$ cat config.mk
export PLATFORM = sky130hd
export DESIGN_NAME = hazard_scoreboard
export DESIGN_NICKNAME = d
export VERILOG_FILES = /design/src/rtl/hazard_scoreboard.sv
export SDC_FILE = /design/constraint.sdc
export NUM_CORES = 1
export LEC_CHECK = 0
export ABC_AREA = 1
export BUFFER_PORTS_ARGS = -buffer_cell sky130_fd_sc_hd__buf_2
export CAP_MARGIN = 20
export CORE_MARGIN = 2
export CORE_UTILIZATION = 30
export CTS_BUF_LIST = sky130_fd_sc_hd__clkbuf_4 sky130_fd_sc_hd__clkbuf_8
export DETAILED_ROUTE_END_ITERATION = 8
export PLACE_DENSITY = 0.55
export SYNTH_ARGS = -nofsm -noshare
export SYNTH_HDL_FRONTEND = slang
export SYNTH_SLANG_ARGS = --single-unit
$ cat constraint.sdc
create_clock -name clock -period 6.46 [get_ports clock]
set_clock_uncertainty 0.1 [all_clocks]
set_input_delay 0.323 -clock clock [delete_from_list [all_inputs] [get_ports clock]]
set_output_delay 0.323 -clock clock [all_outputs]
set_load 0.02 [all_outputs]
$ cat src/rtl/hazard_scoreboard.sv
// Decode-stage hazard unit: load-use stalls plus a non-blocking single-entry mult/div tracker
// with watchdog timeout, sticky error flags and a saturating stall-cycle counter.
module hazard_scoreboard #(
  parameter int unsigned NREG       = 32,
  parameter int unsigned MD_TIMEOUT = 64,
  parameter bit          IGNORE_R0  = 1'b1,
  parameter int unsigned CNT_W      = 32,
  localparam int unsigned RW        = $clog2(NREG)
) (
  input  logic             clock,
  input  logic             reset,
  input  logic [31:0]      fd_ir,
  input  logic [31:0]      dx_ir,
  input  logic             multdiv_ready,
  output logic             stall,
  output logic             md_start,
  output logic             md_busy,
  output logic [RW-1:0]    md_rd,
  output logic [1:0]       err,
  output logic [CNT_W-1:0] stall_count
);

  localparam int unsigned TW = (MD_TIMEOUT > 1) ? $clog2(MD_TIMEOUT) : 1;

  localparam logic [4:0] OpRtype = 5'b00000;
  localparam logic [4:0] OpLw    = 5'b01000;
  localparam logic [4:0] OpSw    = 5'b00111;
  localparam logic [4:0] OpAddi  = 5'b00101;
  localparam logic [4:0] OpBne   = 5'b00010;
  localparam logic [4:0] OpBlt   = 5'b00110;
  localparam logic [4:0] OpJr    = 5'b00100;
  localparam logic [4:0] AluMult = 5'b00110;
  localparam logic [4:0] AluDiv  = 5'b00111;

  typedef enum logic {StIdle, StBusy} state_e;

  state_e           state_q, state_d;
  logic [TW-1:0]    timer_q, timer_d;
  logic [RW-1:0]    md_rd_q, md_rd_d;
  logic [1:0]       err_q, err_d;
  logic [CNT_W-1:0] stall_count_q, stall_count_d;

  // Field decode
  logic [4:0] fd_op, fd_rd, fd_rs, fd_rt, fd_alu;
  logic [4:0] dx_op, dx_rd, dx_alu;
  assign fd_op  = fd_ir[31:27];
  assign fd_rd  = fd_ir[26:22];
  assign fd_rs  = fd_ir[21:17];
  assign fd_rt  = fd_ir[16:12];
  assign fd_alu = fd_ir[6:2];
  assign dx_op  = dx_ir[31:27];
  assign dx_rd  = dx_ir[26:22];
  assign dx_alu = dx_ir[6:2];

  logic unused_ir;
  assign unused_ir = ^{fd_ir[11:7], fd_ir[1:0], dx_ir[21:7], dx_ir[1:0]};

  logic fd_is_md, dx_is_md, dx_is_lw;
  assign fd_is_md = (fd_op == OpRtype) && ((fd_alu == AluMult) || (fd_alu == AluDiv));
  assign dx_is_md = (dx_op == OpRtype) && ((dx_alu == AluMult) || (dx_alu == AluDiv));
  assign dx_is_lw = (dx_op == OpLw);

  function automatic logic reg_hit(input logic [4:0] a, input logic [4:0] b);
    return (a == b) && !(IGNORE_R0 && (a == 5'd0));
  endfunction

  // Source and destination registers of the F/D instruction
  logic       src1_vld, src2_vld, wr_vld;
  logic [4:0] src1, src2;

  always_comb begin
    src1_vld = 1'b0;
    src2_vld = 1'b0;
    src1     = fd_rs;
    src2     = fd_rt;
    wr_vld   = 1'b0;
    case (fd_op)
      OpRtype: begin
        src1_vld = 1'b1;
        src2_vld = 1'b1;
        wr_vld   = 1'b1;
      end
      OpAddi, OpLw: begin
        src1_vld = 1'b1;
        wr_vld   = 1'b1;
      end
      OpSw, OpBne, OpBlt: begin
        src1_vld = 1'b1;
        src2_vld = 1'b1;
        src2     = fd_rd;
      end
      OpJr: begin
        src1_vld = 1'b1;
        src1     = fd_rd;
      end
      default: ;
    endcase
  end

  logic       launch, overlap, timeout;
  logic       pend_vld;
  logic [4:0] pend_reg;
  logic       load_use, raw, waw, structural;

  assign launch   = (state_q == StIdle) && dx_is_md;
  assign overlap  = (state_q == StBusy) && dx_is_md;
  assign timeout  = (state_q == StBusy) && !multdiv_ready && (timer_q == TW'(MD_TIMEOUT - 1));

  // The pending destination is visible in the launch cycle so a dependent right behind the
  // mult/div never slips through before the tracker is loaded.
  assign pend_vld = (state_q == StBusy) || launch;
  assign pend_reg = (state_q == StBusy) ? 5'(md_rd_q) : dx_rd;

  assign load_use   = dx_is_lw && ((src1_vld && reg_hit(src1, dx_rd)) ||
                                   (src2_vld && reg_hit(src2, dx_rd)));
  assign raw        = pend_vld && ((src1_vld && reg_hit(src1, pend_reg)) ||
                                   (src2_vld && reg_hit(src2, pend_reg)));
  assign waw        = pend_vld && wr_vld && reg_hit(fd_rd, pend_reg);
  assign structural = pend_vld && fd_is_md;

  always_comb begin
    state_d       = state_q;
    timer_d       = timer_q;
    md_rd_d       = md_rd_q;
    err_d         = err_q;
    stall_count_d = stall_count_q;

    unique case (state_q)
      StIdle: begin
        if (launch) begin
          state_d = StBusy;
          timer_d = '0;
          md_rd_d = RW'(dx_rd);
        end
      end
      StBusy: begin
        timer_d = timer_q + TW'(1);
        if (multdiv_ready) begin
          state_d = StIdle;
        end else if (timeout) begin
          state_d  = StIdle;
          err_d[0] = 1'b1;
        end
        if (overlap) begin
          err_d[1] = 1'b1;
        end
      end
      default: state_d = StIdle;
    endcase

    if (stall && (stall_count_q != '1)) begin
      stall_count_d = stall_count_q + CNT_W'(1);
    end
  end

  always_ff @(posedge clock) begin
    if (reset) begin
      state_q       <= StIdle;
      timer_q       <= '0;
      md_rd_q       <= '0;
      err_q         <= '0;
      stall_count_q <= '0;
    end else begin
      state_q       <= state_d;
      timer_q       <= timer_d;
      md_rd_q       <= md_rd_d;
      err_q         <= err_d;
      stall_count_q <= stall_count_d;
    end
  end

  assign stall       = load_use || raw || waw || structural;
  assign md_start    = launch;
  assign md_busy     = (state_q == StBusy);
  assign md_rd       = md_rd_q;
  assign err         = err_q;
  assign stall_count = stall_count_q;

endmodule

==> out/metrics.yaml <==
yosys:
  synthArstFlopShare: 0
  synth.avg_cell_area_um2: 6.12
  yosys-top-cells-area: "dfxtp_1 27%, nand2_1 17%, nand3_1 11%"
  yosys.area.top_type: "dfxtp_1"
  yosys-top-cells-count: "160 x nand2_1, 77 x nand3_1, 56 x inv_1"
  ys_types: 35
  syn_area_um2: 3440
  ys_seq_area_frac: 0.268
  synth_fp_nets: 631
  synth_edf_count: 0
  syn_inst: 562
  yosys.area.top_type_share: 0.268
  ys.flop_type: "dfxtp_1"
  yosysWarnings: 0
  synth.ff_latch_count: 46
  synth_most_common_cell: "nand2_1"
floorplanning:
  die_w_um: 111
  dieArea_um2: 12300
  dieHeight_um: 111
  design.core.area_um2: 11300
  ios: 109
  start_util: 0.304
  fp-row-count: 39
layout:
  fin_nets: 703
  drive_gt1_frac: 0.169
  final_cells: 778
  area.growth.synth_to_final_pct: 17.0
  diodes: 0
job:
  cap_violations: 0
routing:
  post_drt_wl_per_cell_um: 13.9
  drtIter0Drc: 278
  viasPerCell: 5.00
  routed_wirelength_um: 10800
  ant_nets: 0
  drtPass1Iterations: 5
  drc: 0
  dr_total_vias: 3887
placed_design:
  io_buffers: 82
  place_congestion: 0.921
  hpwl_um: 8540
  dp.cells: 770
global_routing:
  grt_pass1_wl_um: 17700
  antenna_found_initial: 0
  grt_max_degree: 37
  grt_overflow: 0
  grtUsageTotal: 0.173
  grt_pass1_vias: 3581
setup_path:
  crit_path_end_kind: "register"
  path_max_fanout: 34
  critPathSlowestCell: "nand2_2"
  critPathLaunchType: "register"
  max_stage_delay_ns: 0.82
  cp.arrival_ns: 3.81
  cp_top_family: "simple AND/OR/NAND/NOR gates"
  critical_path_buf_inv_count: 0
  cp_cell_sequence: "ha_1 -> nand2_2 -> nor2_2 -> nand2_1 -> nor4_2 -> nand4_1 -> nor3_1 -> nand4_2 -> nand2_2 -> nand2_1 -> a21oi_1"
  cp.required_ns: 6.60
  criticalPathCategory: "reg -> reg"
timing:
  setup_tns_ns: 0
  timing.final.crit_period_ns: 3.68
  whs_ns: 0.216
  finalSetupViolCount: 0
  rsz0062_at_grt: "no"
  clock.fmax_ghz: 0.272
  worst_pin_slew_ns: 0.898
  hold_viol: 0
  slew_violations: 0
  relSlewSlack: 0.400
  min_period_over_period: 0.569
cts:
  cts_buffers: 5
  ctsResizeCount: 0
  tritoncts: "built"
  cts_root_buffer: "clkbuf_8"
  cts_buffer_depth: 2
  clkTransAtPathRegs_ns: 0.10
  clock_latency_ns: 0.31
  holdBufCountCts: 0
  post_cts_buffers: 0
  cts.sinks: 46
  htreeDepth: 2
min_path:
  hold_class: "in -> reg"
power:
  ir_drop_mv: 0.0759
  p_per_area_nw_per_um2: 134
  leakagePower_uw: 0.00177
outcome:
  status: "completed"
==> sequential cells by signal, summed over array words and instances (netlist names) <==
signal,count
err,2
md_rd,5
md_busy,1
stall_count,32
timer_q,6
==> where the power goes <==
group | internal [uW] | leakage (uW) | total, uW | switching [uW]
Sequential | 283 | 0.000370 | 283 | 0.0948
Combinational | 24.5 | 0.00135 | 71.4 | 46.9
Clock | 80.8 | 0.0000486 | 182 | 101
Total | 389 | 0.00177 | 537 | 148
==> routing by layer <==
metal  share of wire  vias to the layer above  global-route usage  routed length (um)
met5               0                        -                   0                   0
met1            0.48                     1742               0.239                5180
met2            0.45                      120               0.287                4910
met4           0.015                        0              0.0444                 161
met3           0.052                       14              0.0208                 563
li1                -                     2011                   -                   -
==> path summary, 6_finish.rpt <==
path | from | to | slack (ns) | cells past startpoint
setup / recovery | stall_count[0] | stall_count[4] | 2.78 | 11
hold / removal | multdiv_ready | md_busy | 0.22 | 3
setup reg to reg | stall_count[0] | stall_count[4] | 2.78 | 11
hold reg to reg | err[0] | err[0] | 0.36 | 2
==> tightest hold or removal path, cell delays in order <==
cell,delay (ns)
buf_2,0.09
nand3b_1,0.09
a21oi_1,0.06
==> final cells by class <==
type                       count  area (um2)
clock buffer                   6        76.3
clock inverter                 2        13.8
fill                        1297        7300
inverter                      57         214
multi-input combinational    442        2210
sequential                    46         921
tap                          143         179
timing repair buffer          82         410
==> logic make-up (layout without fill, tap and decap cells) <==
kind of cell             after synthesis  in the layout  synth area share
flip-flops                            46             46             0.268
adder cells (fa/ha/maj)                2              2           0.00728
AND/OR/NAND/NOR                      349            349             0.461
AO/OA/AOI/OAI                         59             59            0.0921
buffers and inverters                 74            147            0.0903
XOR/XNOR                              32             32            0.0815
==> placed cells by master, fill, tap and decap left out, drive strengths merged <==
master and instances:
a21oi 41, a221oi 1, buf 82, clkbuf 6, clkinv 2, dfxtp 46
ha 2, inv 57, nand2 164, nand3 79, nand3b 1, nand4 21
nor2 55, nor3 15, nor4 11, nor4b 1, o2111ai 1, o21a 1
o21ai 13, o221a 1, o22ai 1, or2 1, or3b 1, xnor2 8
xor2 24
==> metrics by stage <==
step / power [uW] / setup slack (ns) / util / instance area (um2)
detailed placement: 361 / 2.81 / 0.347 / 3930
global placement: 360 / 2.80 / 0.347 / 3930
CTS: 544 / 2.78 / 0.355 / 4020
finish: 537 / 2.78 / 0.355 / 4020
floorplan: 333 / 4.11 / - / 3440
global route: 567 / 2.23 / 0.355 / 4020
Note: power is estimated with default switching activity, not from simulation.
